$ cat src/rtl/round_timer_pkg.sv
// Shared types and constants for the round timer: FSM state encoding,
// BCD digit type, and the clamp-to-BCD conversion used on duration writes.
package round_timer_pkg;

    typedef enum logic [1:0] {
        IDLE    = 2'd0,
        RUN     = 2'd1,
        PAUSE   = 2'd2,
        EXPIRED = 2'd3
    } state_t;

    typedef logic [3:0] bcd_digit_t;

    localparam int MAX_SECS = 99;

    // Returns {tens, ones}; a zero duration becomes 1 s and anything above 99 becomes 99 s.
    function automatic logic [7:0] clamp_to_bcd(input logic [6:0] secs);
        logic [6:0] c;
        if (secs == 7'd0) begin
            c = 7'd1;
        end else if (secs > 7'(MAX_SECS)) begin
            c = 7'(MAX_SECS);
        end else begin
            c = secs;
        end
        return {4'(c / 7'd10), 4'(c % 7'd10)};
    endfunction

endpackage

$ cat src/rtl/round_timer_ctrl_if.sv
// Configuration bus of the round timer: duration write and count reload.
// Plain pulse interface with no ready: each pulse is accepted in the cycle it is high.
interface round_timer_ctrl_if;
    logic [6:0] Dur_In;
    logic       Dur_Wr;
    logic       Time_Reconfig;

    modport master (output Dur_In, Dur_Wr, Time_Reconfig);
    modport slave  (input  Dur_In, Dur_Wr, Time_Reconfig);
endinterface

$ cat src/rtl/round_timer_ctrl_prescaler.sv
// One-second prescaler: counts 0..CLK_HZ-1 while run is high, holds otherwise,
// and flags the cycle whose edge wraps the counter back to 0.
module tick_prescaler #(
    parameter int CLK_HZ = 50000000
) (
    input  logic Clk,
    input  logic Rst,
    input  logic i_run,
    input  logic i_clear,
    output logic o_wrap
);
    localparam int CW = (CLK_HZ > 2) ? $clog2(CLK_HZ) : 1;

    logic [CW-1:0] r_cnt;
    logic          w_at_top;

    assign w_at_top = (r_cnt == CW'(CLK_HZ - 1));
    assign o_wrap   = i_run && w_at_top && !i_clear;

    always_ff @(posedge Clk) begin
        if (!Rst || i_clear) begin
            r_cnt <= '0;
        end else if (i_run) begin
            r_cnt <= w_at_top ? '0 : r_cnt + CW'(1);
        end
    end
endmodule

$ cat src/rtl/round_timer_ctrl.sv
// Round countdown timer with BCD seconds display, pause/resume and expiry.
// Optional low-time warning output is built only when ROUND_TIMER_WARN_EN is defined.
module round_timer_ctrl
    import round_timer_pkg::*;
#(
    parameter int CLK_HZ    = 50000000,
    parameter int DEF_SECS  = 60,
    parameter int WARN_SECS = 10
) (
    input  logic                     Clk,
    input  logic                     Rst,
    input  logic                     Timer_En,
    round_timer_ctrl_if.slave        cfg,
    output logic                     Time_Out,
    output logic                     Tick,
    output bcd_digit_t               Secs_Tens,
    output bcd_digit_t               Secs_Ones,
    output logic                     Timer_Warn,
    output state_t                   o_dbg_state
);
    if (CLK_HZ < 2) begin : g_bad_clk_hz
        $error("CLK_HZ must be at least 2");
    end
    if (DEF_SECS < 1 || DEF_SECS > MAX_SECS || WARN_SECS < 1 || WARN_SECS > MAX_SECS) begin : g_bad_secs
        $error("DEF_SECS and WARN_SECS must lie in 1..99");
    end

    localparam logic [7:0] DEF_BCD = {4'(DEF_SECS / 10), 4'(DEF_SECS % 10)};

    state_t     r_state, w_next_state;
    logic [7:0] r_cfg;
    bcd_digit_t r_tens, r_ones, w_next_tens, w_next_ones;
    logic       r_time_out, r_tick;
    logic       w_run, w_wrap, w_last;
    logic [7:0] w_clamped;

    // The cycle in which Timer_En is first seen already counts toward the first second.
    assign w_run     = Timer_En && (r_state != EXPIRED) && !cfg.Time_Reconfig;
    assign w_last    = (r_tens == 4'd0) && (r_ones == 4'd1);
    assign w_clamped = clamp_to_bcd(cfg.Dur_In);

    tick_prescaler #(.CLK_HZ(CLK_HZ)) u_prescaler (
        .Clk     (Clk),
        .Rst     (Rst),
        .i_run   (w_run),
        .i_clear (cfg.Time_Reconfig),
        .o_wrap  (w_wrap)
    );

    always_ff @(posedge Clk) begin
        if (!Rst) begin
            r_state <= IDLE;
        end else begin
            r_state <= w_next_state;
        end
    end

    always_comb begin
        w_next_state = r_state;
        unique case (r_state)
            IDLE:    if (Timer_En) w_next_state = RUN;
            RUN:     if (w_wrap && w_last) w_next_state = EXPIRED;
                     else if (!Timer_En) w_next_state = PAUSE;
            PAUSE:   if (w_wrap && w_last) w_next_state = EXPIRED;
                     else if (Timer_En) w_next_state = RUN;
            EXPIRED: w_next_state = EXPIRED;
            default: w_next_state = IDLE;
        endcase
        if (cfg.Time_Reconfig) w_next_state = IDLE;
    end

    always_comb begin
        w_next_tens = r_tens;
        w_next_ones = r_ones;
        if (cfg.Time_Reconfig) begin
            {w_next_tens, w_next_ones} = cfg.Dur_Wr ? w_clamped : r_cfg;
        end else if (w_wrap) begin
            w_next_ones = (r_ones == 4'd0) ? 4'd9 : r_ones - 4'd1;
            w_next_tens = (r_ones == 4'd0) ? r_tens - 4'd1 : r_tens;
        end
    end

    always_ff @(posedge Clk) begin
        if (!Rst) begin
            r_cfg      <= DEF_BCD;
            r_tens     <= DEF_BCD[7:4];
            r_ones     <= DEF_BCD[3:0];
            r_time_out <= 1'b0;
            r_tick     <= 1'b0;
        end else begin
            r_tick <= w_wrap;
            r_tens <= w_next_tens;
            r_ones <= w_next_ones;
            if (cfg.Dur_Wr) r_cfg <= w_clamped;
            if (cfg.Time_Reconfig) begin
                r_time_out <= 1'b0;
            end else if (w_wrap && w_last) begin
                r_time_out <= 1'b1;
            end
        end
    end

`ifdef ROUND_TIMER_WARN_EN
    logic       r_warn;
    logic [6:0] w_next_secs;

    assign w_next_secs = 7'(w_next_tens) * 7'd10 + 7'(w_next_ones);

    // Evaluated on next-state values so the warning lines up with the digits it describes.
    always_ff @(posedge Clk) begin
        if (!Rst) begin
            r_warn <= 1'b0;
        end else begin
            r_warn <= ((w_next_state == RUN) || (w_next_state == PAUSE)) &&
                      (w_next_secs != 7'd0) && (w_next_secs <= 7'(WARN_SECS));
        end
    end
    assign Timer_Warn = r_warn;
`else
    assign Timer_Warn = 1'b0;
`endif

    assign Time_Out    = r_time_out;
    assign Tick        = r_tick;
    assign Secs_Tens   = r_tens;
    assign Secs_Ones   = r_ones;
    assign o_dbg_state = r_state;
endmodule

$ cat src/flat_wrapper.sv
// flat-port wrapper written by rule: the top's interface ports become plain ports
module round_timer_ctrl_flat import round_timer_pkg::*;
#(
    parameter int CLK_HZ    = 50000000,
    parameter int DEF_SECS  = 60,
    parameter int WARN_SECS = 10
)
  (Clk, Rst, Timer_En, Time_Out, Tick, Secs_Tens, Secs_Ones, Timer_Warn, o_dbg_state, cfg_Dur_In, cfg_Dur_Wr, cfg_Time_Reconfig);
  round_timer_ctrl_if cfg_i ();
  input  logic Clk;
  input  logic Rst;
  input  logic Timer_En;
  output logic Time_Out;
  output logic Tick;
  output bcd_digit_t Secs_Tens;
  output bcd_digit_t Secs_Ones;
  output logic Timer_Warn;
  output state_t o_dbg_state;
  input wire logic [$bits(cfg_i.Dur_In)-1:0] cfg_Dur_In;
  input wire logic [$bits(cfg_i.Dur_Wr)-1:0] cfg_Dur_Wr;
  input wire logic [$bits(cfg_i.Time_Reconfig)-1:0] cfg_Time_Reconfig;
  assign cfg_i.Dur_In = cfg_Dur_In;
  assign cfg_i.Dur_Wr = cfg_Dur_Wr;
  assign cfg_i.Time_Reconfig = cfg_Time_Reconfig;
  round_timer_ctrl #(.CLK_HZ(CLK_HZ), .DEF_SECS(DEF_SECS), .WARN_SECS(WARN_SECS)) u_core (.Clk(Clk), .Rst(Rst), .Timer_En(Timer_En), .cfg(cfg_i), .Time_Out(Time_Out), .Tick(Tick), .Secs_Tens(Secs_Tens), .Secs_Ones(Secs_Ones), .Timer_Warn(Timer_Warn), .o_dbg_state(o_dbg_state));
endmodule
$ cat config.mk
export PLATFORM = sky130hd
export DESIGN_NAME = round_timer_ctrl_flat
export DESIGN_NICKNAME = d
export VERILOG_FILES = /design/src/rtl/round_timer_pkg.sv /design/src/rtl/round_timer_ctrl_if.sv /design/src/rtl/round_timer_ctrl_prescaler.sv /design/src/rtl/round_timer_ctrl.sv /design/src/flat_wrapper.sv
export SDC_FILE = /design/constraint.sdc
export NUM_CORES = 1
export LEC_CHECK = 0
export BUFFER_PORTS_ARGS = -buffer_cell sky130_fd_sc_hd__buf_2
export CORE_MARGIN = 3
export CORE_UTILIZATION = 51
export DETAILED_ROUTE_END_ITERATION = 10
export PLACE_DENSITY = 0.81
export SKIP_CTS_REPAIR_TIMING = 1
export SLEW_MARGIN = 5
export SYNTH_ARGS = -nofsm -noshare
export SYNTH_HDL_FRONTEND = slang
export SYNTH_SLANG_ARGS = --single-unit
$ cat constraint.sdc
create_clock -name Clk -period 2.3 [get_ports Clk]
set_clock_uncertainty 0.05 [all_clocks]
set_input_delay 0.23 -clock Clk [delete_from_list [all_inputs] [get_ports Clk]]
set_output_delay 0.23 -clock Clk [all_outputs]
set_load 0.02 [all_outputs]
Word level (Yosys, flattened, before mapping)
Cells that the tools add are included.
{"block": "word_totals", "output_inout_bits": 13, "input_bits": 12, "regBits": 46, "elab_cells": 53}
{"block": "op_classes", "magnitude_cmp": 1, "add_sub_neg": 3, "n_reduce_logical": 17, "n_eq_ne": 7, "n_bitwise": 1, "mux": 15, "div": 2}
{"operator": "adder 26 x 1 -> 26 bit (second input constant)", "count": 1}
{"operator": "equality test 26 bit (second input constant)", "count": 1}
{"operator": "2-to-1 mux 26 bit", "count": 1}
{"operator": "2-to-1 mux 4 bit", "count": 6}
{"operator": "2-to-1 mux 7 bit", "count": 2}
{"operator": "zero test 4 bit", "count": 2}
{"operator": "2-to-1 mux 2 bit", "count": 4}
{"operator": "2-to-1 mux 8 bit", "count": 1}
{"operator": "case mux 2 bit (4 select lines)", "count": 1}
{"operator": "subtractor 4 x 1 -> 4 bit (second input constant)", "count": 2}
{"operator": "divider 7 x 4 -> 7 bit (second input constant)", "count": 1}
{"operator": "> comparator 7 bit (second input constant)", "count": 1}
{"operator": "zero test 7 bit", "count": 1}
{"operator": "modulo 7 x 4 -> 7 bit (second input constant)", "count": 1}
{"operator": "logical AND 1 bit", "count": 6}
{"operator": "equality test 2 bit (second input constant)", "count": 2}
{"operator": "equality test 4 x 1 -> 1 bit (second input constant)", "count": 1}
{"operator": "nonzero test 2 bit", "count": 2}
{"operator": "inequality test 3 x 2 -> 1 bit (second input constant)", "count": 1}
{"operator": "equality test 2 x 1 -> 1 bit (second input constant)", "count": 1}
{"operator": "zero test 1 bit", "count": 2}
{"operator": "zero test 2 bit", "count": 1}
{"operator": "inequality test 2 bit (second input constant)", "count": 1}
{"operator": "AND reduction 2 bit", "count": 1}
{"operator": "other kinds (3)", "count": 3}

Depth between registers and ports, before layout
{"block": "depth", "word_depth": 8, "ltp_mapped": 11, "ltp_nobuf": 10}

Hierarchy
Synthesis repeated with hierarchy kept, for this count alone.
{"block": "unflattened", "cells_unflattened": 304, "area_unflattened_um2": 2647.5}
{"module": "round_timer_ctrl", "n_inst": 1, "seq_area_each_um2": 400.4, "area_per_inst_um2": 1333.8, "cells_per_inst": 155}
{"module": "tick_prescaler", "n_inst": 1, "seq_area_each_um2": 520.5, "area_per_inst_um2": 1313.8, "cells_per_inst": 149}

Least setup slack after synthesis
No wires, ideal clock.
{"block": "synth_timing", "kind": "input to register", "start": "input port cfg_Dur_In[3]", "end": "register u_core.r_ones[1], in the netlist u_core.Secs_Ones[1]", "path_stages": 11, "slack_ps": -232, "setup_time_ps": 86, "arrival_time_ps": 2396, "n_path_buf": 1, "required_time_ps": 2164, "path_cell_list": "buf_2 and2b_1 a221oi_1 a211oi_2 nor2b_1 ha_1 a22oi_1 a211oi_2 nand2_1 or4b_1 a221oi_2"}
{"block": "synth_between", "elab_chain_len": 6, "elab_cells_between_ends": 7, "cone_classes": "div (1); order compare (1); mux (4); reduce/logical (1)"}
{"item": "start: declaration", "line_no": "flat_wrapper.sv:19", "rtl": "input wire logic [$bits(cfg_i.Dur_In)-1:0] cfg_Dur_In;"}
{"item": "> comparator 7 bit", "line_no": "round_timer_pkg.sv:21", "rtl": "end else if (secs > 7'(MAX_SECS)) begin"}
{"item": "2-to-1 mux 7 bit", "line_no": "round_timer_pkg.sv:21"}
{"item": "2-to-1 mux 7 bit *", "line_no": "round_timer_pkg.sv:19", "rtl": "if (secs == 7'd0) begin"}
{"item": "modulo 7 x 4 -> 7 bit *", "line_no": "round_timer_pkg.sv:26", "rtl": "return {4'(c / 7'd10), 4'(c % 7'd10)};"}
{"item": "2-to-1 mux 8 bit *"}
{"item": "2-to-1 mux 4 bit *", "line_no": "round_timer_ctrl.sv:75", "rtl": "if (cfg.Time_Reconfig) begin"}
{"item": "end signal: assignment", "line_no": "round_timer_ctrl.sv:87", "rtl": "r_ones <= DEF_BCD[3:0];"}
{"item": "end signal: assignment", "line_no": "round_timer_ctrl.sv:93", "rtl": "r_ones <= w_next_ones;"}
{"item": "end: declaration", "line_no": "round_timer_ctrl.sv:32", "rtl": "bcd_digit_t r_tens, r_ones, w_next_tens, w_next_ones;"}
Mark *: on every way between the ends. The rest lies on a longest branch, timed or not.
A chain may end at the register's enable or synchronous reset.

Worst setup path in the final report
Same ends and word-level chain as after synthesis.

==> out/metrics.cfg <==
[sta]
period_share=0.985
drv_slew=0
slew_headroom=0.634
finalSetupViolCount=0
hold_viol_final=0
fmaxAchievable_mhz=441
tightest_slew_ns=0.544
fin_crit_ns=2.27
setup_tns_ns=0
rsz0062_at_grt=yes

[yosys]
synth_top_area_share=0.369
avgSynthCellArea_um2=8.47
ys.flop_type=dfxtp_1
synth_edf_count=0
yosysSeqAreaShare=0.369
ys_types=62
synthArstFlopShare=0
ys_ff_latch=46
netlist_instances=295
synthTopCellsByArea=dfxtp_1, nor2_1, xor2_1
netlist_area_mm2=0.00250
yosysWarnings=0
synthesis.nets=311
netlist.top_cell.by_area=dfxtp_1

[hold_path]
min_path_type=in2reg

[routing]
routed_via_density=5.60
drt_pass1_iterations=4
drc=0
wl_mm=5.46
ant_nets=0
drt_iter0_drc=162
wl_per_cell_um=13.5
vias=2274

[setup_path]
crit_required_ns=2.46
path_class=in2reg
slowest_delay_ns=0.53
arrival_ns=2.43
path_cells=buf_8, and2b_2, a221oi_2, a211oi_2, nor2b_2, ha_2, a22oi_2, a211oi_2, nand2_1, or4b_4, a221oi_2
crit_fanout=5
worstSetupStartpointType=input port
worstSetupEndpointType=register
crit_buf_inv=1
crit_family=simple AND/OR/NAND/NOR gates
slowest_stage=or4b_4

[grt]
gr-usage-all-layers=0.195
grt_pass1_vias=2183
overflow=0
grt_pass1_wl_mm=9.53
antenna_found_initial=0
grt_max_degree=25

[floorplan]
core_mm2=0.00453
rows=24
start_util=0.551
dieArea_mm2=0.00578
pin_count=25
die_w_um=76.0
fp.dieH_um=76.0

[cts]
cts-root-buf=clkbuf_8
clk_pin_slew_ns=0.07
insertion_delay_ns=0.30
clock_sinks=46
cts.path.max_buffers=2
htreeDepth=2
cts_tree=done
cts_buffers=5

[power]
p_leak_nw=1.17
vdd.ir_drop.worst_mv=0.376
power_density_mw_per_mm2=527

[layout]
stdcell_count=406
multi_input_area_mm2=0.00151
seq_area_um2=921
drive_gt1_frac=0.223
nFillCells=370
diodes=0
fin_nets=357
utilization=0.655
area_delta_synth_final_pct=18.9

[place]
dp_cells=396
portBuffers=23
hpwl_mm=4.10
gp_congestion=0.860

[run_status]
status=finished clean

[flow_run]
drv_cap=0

[cells in the mapped netlist, types with 3 or more instances]
cell and instances:
nor2_1 46, nor3_1 9, nand3_1 14, and3_1 9, nor2b_1 4, xnor2_1 12
nand2_1 20, xor2_1 16, nand3b_1 4, o221ai_1 3, nor4_1 4, ha_1 4
a21oi_1 6, inv_1 6, a31oi_1 4, dfxtp_1 46, nand4_1 4, nor3b_1 5
mux2i_1 3, o21ai_0 9, clkbuf_1 6, buf_2 5, nand2b_1 6
[stage by stage]
stage               setup WS, ns  hold WS, ns  total power (W)  instance area (um^2)
floorplan                 -0.172        0.297          0.00102                  2510
global placement          -0.137        0.382          0.00110                  2840
detailed placement        -0.294        0.388          0.00111                  2840
CTS                       0.0156        0.111          0.00156                  2910
global route              -0.112        0.141          0.00163                  2970
finish                    0.0345        0.112          0.00156                  2970
[kinds of logic after synthesis]
| logic type | share of synthesized area |
|---|---|
| flops | 0.369 |
| compound gates | 0.147 |
| fa+ha+maj | 0.0200 |
| mux | 0.0120 |
| other cells | 0.00150 |
| buf+inv | 0.0355 |
| xor+xnor | 0.0981 |
| simple gates | 0.317 |
[registers in the layout, indices dropped and copies added (netlist names)]
signal / flops
u_core.Time_Out: 1
u_core.Tick: 1
u_core.o_dbg_state: 2
u_core.r_cfg: 8
u_core.u_prescaler.r_cnt: 26
u_core.Secs_Ones: 4
u_core.Secs_Tens: 4
[routing by layer]
| layer | wire length [um] | track usage |
|---|---|---|
| met5 | 0 | 0 |
| met4 | 78 | 0.0779 |
| met3 | 221 | 0.0355 |
| met2 | 2490 | 0.314 |
| met1 | 2670 | 0.260 |
[placed cells by master (no fill, tap or decap), drive strengths merged, types with 5 or more instances in the layout]
cell type,instances
nand2,20
o21ai,9
nor3b,6
dfxtp,46
nor4,6
nand3,14
xor2,16
inv,6
a21oi,6
nand2b,6
xnor2,12
buf,51
nor3,10
and3,9
clkbuf,8
nor2,46
nand4,5
[power by group]
group / internal, W / switching [W]
sequential: 0.000821 / 0.0000221
combinational: 0.000122 / 0.000139
clock: 0.000209 / 0.000251
[path summary, 6_finish.rpt]
check | slack [ns] | to | depth (start not counted) | start
worst max-delay path | 0.03 | u_core.Secs_Ones[1]$_SDFFE_PN0P_ | 11 | cfg_Dur_In[3]
worst min-delay path | 0.11 | u_core.o_dbg_state[0]$_SDFFE_PP0P_ | 3 | Timer_En
worst min register to register | 0.40 | u_core.Time_Out$_SDFFE_PP0P_ | 2 | u_core.Time_Out$_SDFFE_PP0P_
worst max register to register | 0.18 | u_core.Secs_Tens[3]$_SDFFE_PN0P_ | 6 | u_core.u_prescaler.r_cnt[21]$_SDFFE_PP0P_
[worst min-delay path, stage by stage]
cell	delay [ns]
buf_2	0.09
a21oi_1	0.04
nor2_1	0.07
[final cells by class]
type | count | share of cell area
Clock buffer | 7 | 0.0257
Inverter | 7 | 0.00885
Multi-Input combinational cell | 229 | 0.508
Sequential cell | 46 | 0.310
Tap cell | 65 | 0.0274
Timing Repair Buffer | 52 | 0.120
Power figures use the tool's default switching activity.
